File: config.mk
export PLATFORM = sky130hd
export DESIGN_NAME = multiplier
export DESIGN_NICKNAME = d
export VERILOG_FILES = /design/src/rtl/multiplier_pkg.sv /design/src/rtl/mult_datapath.sv /design/src/rtl/multiplier.sv
export SDC_FILE = /design/constraint.sdc
export NUM_CORES = 1
export LEC_CHECK = 0
export CORE_ASPECT_RATIO = 1.25
export CORE_MARGIN = 5
export CORE_UTILIZATION = 52
export DETAILED_ROUTE_END_ITERATION = 6
export PLACE_DENSITY_LB_ADDON = 0.12
export SLEW_MARGIN = 20
export SYNTH_ARGS = -nofsm -noshare
export SYNTH_HDL_FRONTEND = slang
export SYNTH_SLANG_ARGS = --single-unit
File: constraint.sdc
create_clock -name Clock -period 2.95 [get_ports Clock]
set_input_delay 0.59 -clock Clock [delete_from_list [all_inputs] [get_ports Clock]]
set_output_delay 0.59 -clock Clock [all_outputs]
set_load 0.03 [all_outputs]
File: src/rtl/multiplier_pkg.sv
// multiplier_pkg: FSM state type and sizing constants shared by the shift-add multiplier
package multiplier_pkg;
    typedef enum logic [1:0] {IDLE, CALC, DONE} state_t;
    localparam int OPERAND_W_DEF = 8;
    function automatic int cnt_width(input int w);
        return (w > 1) ? $clog2(w) : 1;
    endfunction
    localparam int CNT_W_DEF = cnt_width(OPERAND_W_DEF);
endpackage

File: src/rtl/mult_datapath.sv
// mult_datapath: operand/accumulator registers and the OPERAND_W+1 bit shift-add step (MULTIPLIER_SIGNED_EN adds sign handling)
module mult_datapath import multiplier_pkg::*; #(
    parameter int OPERAND_W = OPERAND_W_DEF
) (
    input  logic                   Clock,
    input  logic                   nReset,
    input  logic                   i_load,
    input  logic                   i_step,
    input  logic                   i_load_result,
    input  logic [OPERAND_W-1:0]   i_operand1,
    input  logic [OPERAND_W-1:0]   i_operand2,
    output logic [2*OPERAND_W-1:0] o_product
);
    logic [OPERAND_W-1:0]   r_mcand;
    logic [OPERAND_W-1:0]   r_acc;
    logic [OPERAND_W-1:0]   r_mplier;
    logic [2*OPERAND_W-1:0] r_product;
    logic [OPERAND_W:0]     w_sum;
    logic [OPERAND_W-1:0]   w_acc_nxt;
    logic [OPERAND_W-1:0]   w_mplier_nxt;
    logic [OPERAND_W-1:0]   w_op1;
    logic [OPERAND_W-1:0]   w_op2;
    logic [2*OPERAND_W-1:0] w_result;
`ifdef MULTIPLIER_SIGNED_EN
    logic r_neg;
    // magnitudes feed the unsigned core; the sign is reapplied as the result is loaded
    always_comb begin
        w_op1    = i_operand1[OPERAND_W-1] ? -i_operand1 : i_operand1;
        w_op2    = i_operand2[OPERAND_W-1] ? -i_operand2 : i_operand2;
        w_result = r_neg ? -{w_acc_nxt, w_mplier_nxt} : {w_acc_nxt, w_mplier_nxt};
    end
    // remember whether the operand signs differ
    always_ff @(posedge Clock or negedge nReset) begin
        if (!nReset)     r_neg <= 1'b0;
        else if (i_load) r_neg <= i_operand1[OPERAND_W-1] ^ i_operand2[OPERAND_W-1];
    end
`else
    assign w_op1    = i_operand1;
    assign w_op2    = i_operand2;
    assign w_result = {w_acc_nxt, w_mplier_nxt};
`endif
    // one step: conditional add into the upper half, then shift {carry, acc, mplier} right
    always_comb begin
        w_sum        = {1'b0, r_acc} + (r_mplier[0] ? {1'b0, r_mcand} : '0);
        w_acc_nxt    = w_sum[OPERAND_W:1];
        w_mplier_nxt = {w_sum[0], r_mplier[OPERAND_W-1:1]};
    end
    // working registers: loaded on accept, advanced on each step
    always_ff @(posedge Clock or negedge nReset) begin
        if (!nReset) begin
            r_mcand  <= '0;
            r_acc    <= '0;
            r_mplier <= '0;
        end else if (i_load) begin
            r_mcand  <= w_op1;
            r_acc    <= '0;
            r_mplier <= w_op2;
        end else if (i_step) begin
            r_acc    <= w_acc_nxt;
            r_mplier <= w_mplier_nxt;
        end
    end
    // product captures the final step's outcome and holds until the next completion
    always_ff @(posedge Clock or negedge nReset) begin
        if (!nReset)            r_product <= '0;
        else if (i_load_result) r_product <= w_result;
    end
    assign o_product = r_product;
endmodule

File: src/rtl/multiplier.sv
// multiplier: sequential shift-add multiplier, IDLE/CALC/DONE control; define MULTIPLIER_SIGNED_EN for two's-complement operands
module multiplier import multiplier_pkg::*; #(
    parameter int OPERAND_W = OPERAND_W_DEF
) (
    input  logic                   Clock,
    input  logic                   nReset,
    input  logic [OPERAND_W-1:0]   Operand1,
    input  logic [OPERAND_W-1:0]   Operand2,
    input  logic                   Req,
    output logic [2*OPERAND_W-1:0] Product,
    output logic                   Done,
    output logic                   Busy
);
    localparam int CNT_W = cnt_width(OPERAND_W);
    localparam logic [CNT_W-1:0] LAST = CNT_W'(OPERAND_W - 1);
    state_t           r_state;
    state_t           w_state_nxt;
    logic [CNT_W-1:0] r_cnt;
    logic             w_load;
    logic             w_step;
    logic             w_load_result;
    // state register
    always_ff @(posedge Clock or negedge nReset) begin
        if (!nReset) r_state <= IDLE;
        else         r_state <= w_state_nxt;
    end
    // next state and datapath controls; Req only matters in IDLE
    always_comb begin
        w_state_nxt   = r_state;
        w_load        = 1'b0;
        w_step        = 1'b0;
        w_load_result = 1'b0;
        case (r_state)
            IDLE: begin
                w_load      = Req;
                w_state_nxt = Req ? CALC : IDLE;
            end
            CALC: begin
                w_step        = 1'b1;
                w_load_result = (r_cnt == LAST);
                w_state_nxt   = (r_cnt == LAST) ? DONE : CALC;
            end
            default: w_state_nxt = IDLE;
        endcase
    end
    // iteration counter: cleared on accept, one count per step
    always_ff @(posedge Clock or negedge nReset) begin
        if (!nReset)     r_cnt <= '0;
        else if (w_load) r_cnt <= '0;
        else if (w_step) r_cnt <= r_cnt + 1'b1;
    end
    mult_datapath #(.OPERAND_W(OPERAND_W)) u_dp (
        .Clock         (Clock),
        .nReset        (nReset),
        .i_load        (w_load),
        .i_step        (w_step),
        .i_load_result (w_load_result),
        .i_operand1    (Operand1),
        .i_operand2    (Operand2),
        .o_product     (Product)
    );
    assign Done = (r_state == DONE);
    assign Busy = (r_state != IDLE);
endmodule

; ---- Word level (Yosys, flattened, before mapping)
; Cells that the tools add are included.
[classes]
muxes = 13
eq_ne = 3
reduce_logical = 3
n_addsub = 2
[ops]
columns = cell, n
row1 = 2-to-1 mux 8 bit, 5
row2 = adder 8 x 9 -> 9 bit, 1
row3 = 2-to-1 mux 3 bit, 2
row4 = 2-to-1 mux 1 bit, 4
row5 = one-hot mux 2 bit (2 select lines), 1
row6 = nonzero test 2 bit, 2
row7 = "adder 3 x 1 -> 3 bit, second input constant", 1
row8 = "== test 3 bit, second input constant", 1
row9 = "== test 2 x 1 -> 1 bit, second input constant", 1
row10 = "== test 2 bit, second input constant", 1
row11 = zero test 2 bit, 1
row12 = 2-to-1 mux 2 bit, 1
[totals]
out_inout_bits = 18
elab_cells = 27
inputBits = 19
register_bits = 45

; ---- Logic depth before layout (Yosys ltp)
[depth]
depth_word = 4
mapped_depth = 8
mapped_depth_nobuf = 8

; ---- By module
; From an unflattened synthesis, not the netlist that was laid out.
[unflattened]
cells_unflattened = 192
hier_area_um2 = 2264.7
[by_module_without_submodules]
columns = module, area_each_um2, n_inst, cells_per_inst, seq_area_each_um2
row1 = mult_datapath, 2010.7, 1, 171, 1001.0
row2 = multiplier, 254.0, 1, 21, 125.1

; ---- Worst setup path after synthesis
; No wires, ideal clock.
[synth_path]
kind = register -> register
start = reg u_dp.r_mplier[0]
end = reg u_dp.r_product[13] (netlist: u_dp.o_product[13])
setup_time_ps = 125
slack_ps = 884
n_path_buf = 0
arrival_time_ps = 1941
synth_period_minus_slack_ps = 2066
stages_incl_launch_ff = 9
required_time_ps = 2825
cell_sequence = dfrtp_1 and2_1 ha_1 fa_1 a21oi_2 o211ai_2 a21oi_2 xnor2_1 mux2_4
[synth_via]
elab_chain_cells = 2
[synth_rtl]
columns = element, line_no
row1 = "start, declared", mult_datapath.sv:16  ; logic [OPERAND_W-1:0] r_mplier;
row2 = "start signal, assigned", mult_datapath.sv:57  ; r_mplier <= w_op2;
row3 = "start signal, assigned", mult_datapath.sv:60  ; r_mplier <= w_mplier_nxt;
row4 = 2-to-1 mux 8 bit, mult_datapath.sv:44  ; w_sum = {1'b0, r_acc} + (r_mplier[0] ? {1'b0, r_mcand} : '0);
row5 = adder 8 x 9 -> 9 bit, mult_datapath.sv:44
row6 = "end signal, assigned", mult_datapath.sv:66  ; else if (i_load_result) r_product <= w_result;
row7 = "end, declared", mult_datapath.sv:17  ; logic [2*OPERAND_W-1:0] r_product;
; Every way passes these cells.
; A chain may end at the register's enable or synchronous reset.

; ---- Final worst setup path
; Same ends and word-level chain as after synthesis.

==> flow_summary.ini <==
[finish]
syn_to_final_growth_pct = 22.26
final_nets = 258
drive_gt1_share_pct = 16.16
n_antenna_cell = 0
final_area_um2 = 2639
nFillCells = 352

[global_route]
antenna_found_initial = 0
grt_pass1_vias = 1614
grt_pass1_wl_mm = 7.424
grt.total_usage_pct = 18.19
overflow = 0
grt_max_degree = 46

[floorplan]
io_pins = 37
die_w_um = 67.63
chipHeight_um = 82.03
design.core.area_um2 = 4066
die_area_um2 = 5547
fp-row-count = 26
start_util_pct = 53.08

[sta]
finalCritPeriodShare_pct = 76.68
fmax_mhz = 442.1
fin_crit_ns = 2.262
maxSlewViolCount = 0
setup_viol = 0
rsz0062_at_grt = false
timing.final.hold_violations = 0
fin_worst_skew_ns = 0.006698
setup_tns_ns = 0
worst_pin_slew_ns = 0.5632
slew_headroom_pct = 62.45

[yosys]
synth_cell_types = 33
ys.flop_type = dfrtp_1
seq_area_frac_synth_pct = 52.17
syn_avg_cell_area_um2 = 11.30
synth-edff-count = 0
yosys_warnings = 0
synth-async-reset-ratio_pct = 100.0
synthesis.instances = 191
ys_ff_latch = 45
synth_nets = 221
syn_area_um2 = 2158

[job]
drv_cap = 0

[detailed_routing]
drt_pre_antenna_iters = 4
antenna_left = 0
vias = 1505
drt_iter0_drc = 54
drt_wl_total_mm = 4.347
drc = 0
routed_via_density = 5.281
wl_per_cell_um = 15.25

[clock_tree]
htreeDepth = 2
clk_pin_slew_ns = 0.09
clock_latency_ns = 0.30
hold_buffers = 0
cts_num_sinks = 45
cts_resized = 0
cts_setup_buffers = 0
cts-root-buf = clkbuf_8
cts_max_path_buffers = 2
cts_tree = done
cts_inserted_buffers = 5

[worst_setup_path]
critPathRequiredTime_ns = 3.14
cp-end-kind = flop
r2r_cells = 8
cp-start-kind = flop
crit_fanout = 9
cp.arrival_ns = 2.45
crit_type = reg2reg

[power]
power_density_nw_per_um2 = 1171
pwr-share-clk_pct = 13.6
combPwrFrac_pct = 50.9
p_seq_share_pct = 35.5
p_sw_share_pct = 40.94
internal_power_mw = 1.824
p_leak_nw = 1.212
p_switching_mw = 1.265
vdd_drop_max_uv = 628.8

[place]
placed_area_um2 = 2535
dpl.hpwl_mm = 3.062
gp_congestion = 0.8928
port_buffers = 36

[outcome]
status = finished, final reports clean

[hold_path]
hp-class = in2async
## registers in the layout (all words and copies together), names as in the netlist
| signal | cells |
|---|---|
| r_state | 2 |
| u_dp.o_product | 16 |
| u_dp.r_mplier | 8 |
| u_dp.r_acc | 8 |
| u_dp.r_mcand | 8 |
| r_cnt | 3 |
## metal layers
metal	vias to the layer above	routed length (um)	GRT usage, %	share of wire, %
li1	734	-	-	-
met1	736	1897	22.24	44
met2	31	2186	29.60	50
met3	4	205	5.609	4.7
met4	0	58	7.302	1.3
met5	-	0	0	0
## power groups by stage
stage	combinational [mW]	clock, mW	sequential [mW]
CTS	1.58	0.428	1.10
global placement	1.53	0	1.09
global route	1.73	0.453	1.14
detailed placement	1.57	0	1.11
finish	1.57	0.420	1.10
floorplan	0.957	0	1.25
## worst paths after layout
kind / start / end / slack (ns)
max: u_dp.r_mplier[0]$_DFFE_PN0P_ / u_dp.o_product[13]$_DFFE_PN0P_ / 0.69
min: nReset / u_dp.o_product[10]$_DFFE_PN0P_ / 0.28
max reg2reg: u_dp.r_mplier[0]$_DFFE_PN0P_ / u_dp.o_product[13]$_DFFE_PN0P_ / 0.69
min reg2reg: u_dp.o_product[9]$_DFFE_PN0P_ / u_dp.o_product[9]$_DFFE_PN0P_ / 0.49
max in group asynchronous: nReset / u_dp.r_acc[7]$_DFFE_PN0P_ / 2.29
min in group Clock: u_dp.o_product[9]$_DFFE_PN0P_ / u_dp.o_product[9]$_DFFE_PN0P_ / 0.49
## Yosys cell counts (all sizes together) (6+ instances only)
master | instances | share of area (%)
nand2 | 38 | 6.7
buf | 7 | 2.6
nor2 | 7 | 2.1
ha | 10 | 5.8
dfrtp | 45 | 52
o21ai | 11 | 2.6
a22oi | 8 | 2.8
and2 | 8 | 2.3
o22ai | 6 | 1.7
mux2 | 19 | 10
a21oi | 7 | 2.0
## worst max-delay path, cell delays in order, from the launching register on
cell and delay [ns]:
dfrtp_1 0.47, and2_1 0.19, ha_1 0.22, fa_1 0.43, a21oi_2 0.23, o211ai_2 0.11, a21oi_2 0.16, xnor2_1 0.09
mux2_4 0.26
## logic make-up (layout without fill, tap and decap cells)
| group | count (synthesis) | after routing | share of synthesized area (%) |
|---|---|---|---|
| simple gates | 58 | 58 | 12.75 |
| flops | 45 | 45 | 52.17 |
| compound gates | 41 | 41 | 12.52 |
| mux | 19 | 19 | 10.09 |
| fa+ha+maj | 11 | 11 | 6.725 |
| buf+inv | 11 | 49 | 3.304 |
| xor+xnor | 6 | 6 | 2.435 |
## area by class of cell
type / instances / area [um^2] / share of cell area, %
clock buffers: 7 / 96.34 / 3.651
clock inverters: 1 / 5.005 / 0.1897
inverters: 4 / 15.01 / 0.5690
multi-input cells: 135 / 960.9 / 36.42
flip-flops and latches: 45 / 1126 / 42.67
well taps: 56 / 70.07 / 2.655
repair buffers: 37 / 365.4 / 13.85
## per-stage QoR
step / setup slack, ns / hold slack [ns] / total power [mW] / util, % / cells
after floorplan: 0.8841 / 0.2944 / 2.209 / - / 191
after global placement: 0.7875 / 0.4619 / 2.620 / 62.34 / 277
after detailed placement: 0.6991 / 0.4709 / 2.683 / 62.34 / 277
after CTS: 0.6869 / 0.4770 / 3.111 / 64.83 / 285
after global routing: 0.5918 / 0.3265 / 3.315 / 64.89 / 285
final: 0.6880 / 0.2815 / 3.089 / 64.89 / 285
## cell usage in the layout, fill, tap and decap left out, drive strengths merged, types with 2 or more instances in the layout
master	netlist	final
clkbuf	0	7
ha	10	10
clkdlybuf4s50	0	35
a21oi	7	7
inv	4	4
nand2	38	38
a21o	2	2
mux2	19	19
xor2	4	4
o22ai	6	6
nor2b	2	2
nor2	7	7
o21ai	11	11
buf	7	2
a22oi	8	8
dfrtp	45	45
o211ai	4	4
and2	8	8
xnor2	2	2
No activity file was read; power rests on OpenSTA's default activity.
==> patch 1: new RTL, same settings <==
Add an input register stage for `Operand1`, `Operand2` and `Req`; this delays them by one clock.
--- a/src/rtl/multiplier.sv
+++ b/src/rtl/multiplier.sv
@@ -15,2 +15,13 @@
     localparam logic [CNT_W-1:0] LAST = CNT_W'(OPERAND_W - 1);
+
+    logic [OPERAND_W-1:0] Operand1_q;
+    logic [OPERAND_W-1:0] Operand2_q;
+    logic Req_q;
+
+    always_ff @(posedge Clock) begin
+        Operand1_q <= Operand1;
+        Operand2_q <= Operand2;
+        Req_q      <= Req;
+    end
+
     state_t           r_state;
@@ -34,4 +45,4 @@
             IDLE: begin
-                w_load      = Req;
-                w_state_nxt = Req ? CALC : IDLE;
+                w_load      = Req_q;
+                w_state_nxt = Req_q ? CALC : IDLE;
             end
@@ -57,4 +68,4 @@
         .i_load_result (w_load_result),
-        .i_operand1    (Operand1),
-        .i_operand2    (Operand2),
+        .i_operand1    (Operand1_q),
+        .i_operand2    (Operand2_q),
         .o_product     (Product)
Check against the original RTL: not equivalent (Yosys sat finds a counterexample within 4 cycles, from zero or initial values and one cycle with nReset low).
==> patch 1 against the original RTL <==
  * Sequential cell count grew 17
  * Total power grew 20%
  * Core utilization grew 1.7 points
  * Routed wire length grew 4.2%
  * Cell area grew 19%
  * Clock power grew 110%
  * Clock skew is essentially flat
  * Cell count grew 10%
  * Via count grew 7.5%
  * Setup slack gained 13 ps
  * Critical path type unchanged
  * Sequential power grew 20%
  * Synthesized area grew 16%
  * Non-clock buffer count is the same
==> patch 1: results <==
{
  "outcome": "completed",
  "nFillCells": 378,
  "finish.cell_count_without_fillers": 314,
  "area_share_of_fa_ha_maj_cells_after_synthesis_pct": 5.815,
  "place.gp.congestion": 0.8087,
  "synth.mux.area_fraction_pct": 8.722,
  "synth_top_area_cells": "dfrtp_1 (45%), dfxtp_1 (14%), mux2_2 (8.1%)",
  "clock_tree.htree_level_count": 3,
  "clock_insertion_delay_worst_skew_ps": 330,
  "wl_per_cell_um": 14.43,
  "post_cts_resize_count": 0,
  "dp.cells": 298,
  "peakVddDrop_uv": 632.1,
  "synthArstFlopShare_pct": 72.58,
  "leakagePower_uw": 0.001421,
  "root_buffer_master": "clkbuf_8",
  "syn-mean-instance-area_um2": 12.00,
  "slew_headroom_pct": 60.98,
  "synth_cell_type_count": 34,
  "final_net_count": 279,
  "clkTransAtPathRegs_ps": 70,
  "pg_comb_uw": 1510,
  "synthXorXnorAreaFrac_pct": 2.105,
  "synthesis.nets": 238,
  "arrival_ps": 2470,
  "synthesis.yosys.warnings": 0,
  "synth.yosys.seq_area_share_pct": 58.75,
  "drive_gt1_share_pct": 17.72,
  "tritoncts.num_buffers": 9,
  "grt_first_pass_wirelength_mm": 7.672,
  "globalRouteTotalUtil_pct": 16.28,
  "synth_compound_gate_area_share_pct": 10.98,
  "synthTopCellsByCount": "dfrtp_1 (45), nand2_1 (37), mux2_2 (18), dfxtp_1 (17), ha_1 (10)",
  "drt-initial-drc-count": 93,
  "fin_worst_skew_ps": 7.112,
  "seq_power_share_pct": 35.7,
  "detailedPlacementHpwl_mm": 2.971,
  "critPathMaxStageDelay_ps": 470,
  "p_int_uw": 2367,
  "detailroute.via_count": 1618
}
## patch 1: cell families after synthesis
logic type,Yosys count
buf+inv,11
mux,19
xor+xnor,6
simple gates,58
flops,62
compound gates,41
fa+ha+maj,11
## patch 1: stage by stage
stage          total power [uW]  setup WS, ps  hold slack (ps)  utilization (%)  cell area (um^2)
5_1_grt                    3961         561.2            287.0            66.63              3128
3_5_place_dp               2852         697.4            434.6            61.43              2884
4_1_cts                    3744         683.7            446.9            66.58              3126
6_report                   3697         701.1            238.7            66.63              3128
2_1_floorplan              2406         872.9            294.4                -              2496
3_3_place_gp               2815         756.8            428.9            61.43              2884
## patch 1: per-layer routing
metal  track usage (%)  vias to the layer above  routed length, um
met4             7.179                        0                 74
met3             6.005                        7                258
met5                 0                        -                  0
met1             19.74                      780               1949
met2             25.92                       30               2248
li1                  -                      801                  -
## patch 1: layout make-up
type                       instances  area share [%]
sequential                        62           46.88
timing repair buffer              37           11.68
clock inverter                     4           2.440
tap                               60           2.400
inverter                           4          0.4800
clock buffer                      12           5.280
multi-input combinational        135           30.84
## patch 1: worst max-delay path: cells and delay by family, from the launching register on
kind / cells / cell delay, ps
simple gates: 1 / 180
xor+xnor: 1 / 100
fa+ha+maj: 2 / 640
mux: 1 / 260
compound gates: 3 / 470
flops: 1 / 470
## patch 1: path summary, 6_finish.rpt
check | from | slack (ps) | endpoint
setup / recovery | u_dp.r_mplier[0] | 700 | u_dp.o_product[13]
setup reg to reg | u_dp.r_mplier[0] | 700 | u_dp.o_product[13]
min in group Clock | Operand2_q[6] | 450 | u_dp.r_mplier[6]
max in group asynchronous | nReset | 2320 | u_dp.r_mcand[0]
hold / removal | nReset | 240 | u_dp.o_product[10]
hold reg to reg | Operand2_q[6] | 450 | u_dp.r_mplier[6]
==> patch 2: new RTL, same settings <==
Made on the original files. Change the package constant `OPERAND_W_DEF` from 8 to 6.
--- a/src/rtl/multiplier_pkg.sv
+++ b/src/rtl/multiplier_pkg.sv
@@ -3,3 +3,3 @@
     typedef enum logic [1:0] {IDLE, CALC, DONE} state_t;
-    localparam int OPERAND_W_DEF = 8;
+    localparam int OPERAND_W_DEF = 6;
     function automatic int cnt_width(input int w);
Interface: changed (resized Operand1, Operand2 and Product); port bits go from 37 to 29. The function was not compared with the original's and may differ.
==> patch 2 against the original RTL <==
  * Routed wire length decreased by 26%
  * Fmax increased by 1.3%
  * Largest cell class unchanged
  * Cell area decreased by 23%
  * Synthesized cell count decreased by 17%
  * Setup slack improved by 29 ps
  * Total power decreased by 28%
  * Sequential cell count decreased by 10
  * Synthesized area decreased by 24%
  * Die area decreased by 21%
  * Core utilization increased by 2.7 points
==> patch 2: results <==
{
  "outcome": "completed",
  "grt_first_pass_wirelength_mm": 5.520,
  "peakVddDrop_uv": 759.4,
  "vias_in_the_first_global_route": 1228,
  "timing.critical_path.slowest_stage_cell": "clkdlybuf4s50_1",
  "arrival_ps": 1640,
  "post_cts_resize_count": 0,
  "root_buffer_master": "clkbuf_4",
  "clock_insertion_delay_worst_skew_ps": 340,
  "top_fanout_value_on_the_critical_path": 5,
  "synth_cell_type_count": 30,
  "drt-initial-drc-count": 62,
  "pin_count_of_the_biggest_net_entering_global_routing": 36,
  "synth_top_area_cells": "dfrtp_1 (53%), nand2_1 (11%), ha_1 (6.1%)",
  "synthesis.nets": 183,
  "cp-startpoint": "r_state[1]",
  "placement.io_buffers": 28,
  "leakagePower_uw": 0.0009639,
  "tritoncts.num_buffers": 5,
  "critical_path_class": "flop to output pin",
  "drive_gt1_share_pct": 7.813,
  "initial_antenna_violation_count": 0,
  "fp.dieArea_um2": 4408,
  "globalRouteTotalUtil_pct": 16.67,
  "place.gp.congestion": 0.8155,
  "number_of_buffers_on_the_longest_clock_path": 2,
  "synthTopCellsByCount": "nand2_1 (47), dfrtp_1 (35), ha_1 (8), a22oi_1 (7)",
  "fin_worst_skew_ps": 14.47,
  "pre_cts_ws_ps": 901.9,
  "largest_register_ff_count": 12,
  "final_net_count": 215,
  "wl_per_cell_um": 14.16,
  "critPathMaxStageDelay_ps": 590,
  "synth.yosys.seq_area_share_pct": 53.07,
  "detailedPlacementHpwl_mm": 2.338,
  "detailroute.via_count": 1221,
  "slew_headroom_pct": 67.34,
  "r2r-start": "u_dp.r_mplier[0]",
  "worstHoldPathType": "flop to flop",
  "clkTransAtPathRegs_ps": 110,
  "antenna_cells_inserted": 0,
  "nFillCells": 239
}
[patch 2: cell types whose count changed after synthesis, moves of 3 or more]
cell     unedited run  this run
mux2_2             18         0
o21ai_0            10         4
a21o_1              2         5
nand2_1            37        47
buf_6               3         0
nand4_1             0         3
dfrtp_1            45        35
mux2_1              0         6
[patch 2: logic make-up (layout without fill, tap and decap cells)]
logic type	Yosys count	count (layout)	share of synthesized area, %
muxes	6	6	4.094
buffers and inverters	8	41	2.577
and+or+nand+nor	67	67	19.03
adders and majority gates	9	9	7.279
xor gates and xnor gates	4	4	2.123
AOI/OAI and AO/OA	30	30	11.83
DFF	35	35	53.07
[patch 2: per-stage QoR]
| stage | hold slack, ps | instances | area [um^2] |
|---|---|---|---|
| floorplan | 294.4 | 159 | 1650 |
| global placement | 458.7 | 220 | 1961 |
| detailed placement | 465.5 | 220 | 1961 |
| CTS | 490.1 | 228 | 2029 |
| global route | 514.2 | 228 | 2029 |
| finish | 488.2 | 228 | 2029 |
[patch 2: layout make-up]
type | count | share of cell area, %
Clock buffer | 8 | 3.391
Multi-Input combinational cell | 116 | 36.07
Inverter | 3 | 0.6165
Sequential cell | 35 | 43.16
Tap cell | 36 | 2.219
Timing Repair Buffer | 30 | 14.55
[patch 2: path summary, 6_finish.rpt]
| check | end | slack, ps | cells past startpoint |
|---|---|---|---|
| max in group asynchronous | u_dp.r_mplier[0] | 1990 | 2 |
| min in group asynchronous | r_cnt[0] | 640 | 2 |
| min reg2reg | u_dp.o_product[4] | 490 | 2 |
| max reg2reg | u_dp.r_acc[3] | 900 | 7 |
| max | Busy | 720 | 2 |
| min | u_dp.o_product[4] | 490 | 2 |
[patch 2: routing by layer]
layer	GRT usage, %	up-vias	share of wire, %
met4	8.128	0	1.3
li1	-	607	-
met3	3.363	5	5.2
met1	20.57	585	44
met2	27.28	24	50
met5	0	-	0
[patch 2: worst max-delay path, delay by kind of cell (launching register included)]
family                 cells  cell delay [ps]
buffers and inverters      1              590
and+or+nand+nor            1              300
DFF                        1              420
[patch 2: power breakdown]
group / switching (uW) / leakage, uW / internal [uW] / total, uW
combinational: 618 / 0.000489 / 468 / 1090
clock: 154 / 0.0000386 / 140 / 294
sequential: 151 / 0.000436 / 703 / 853
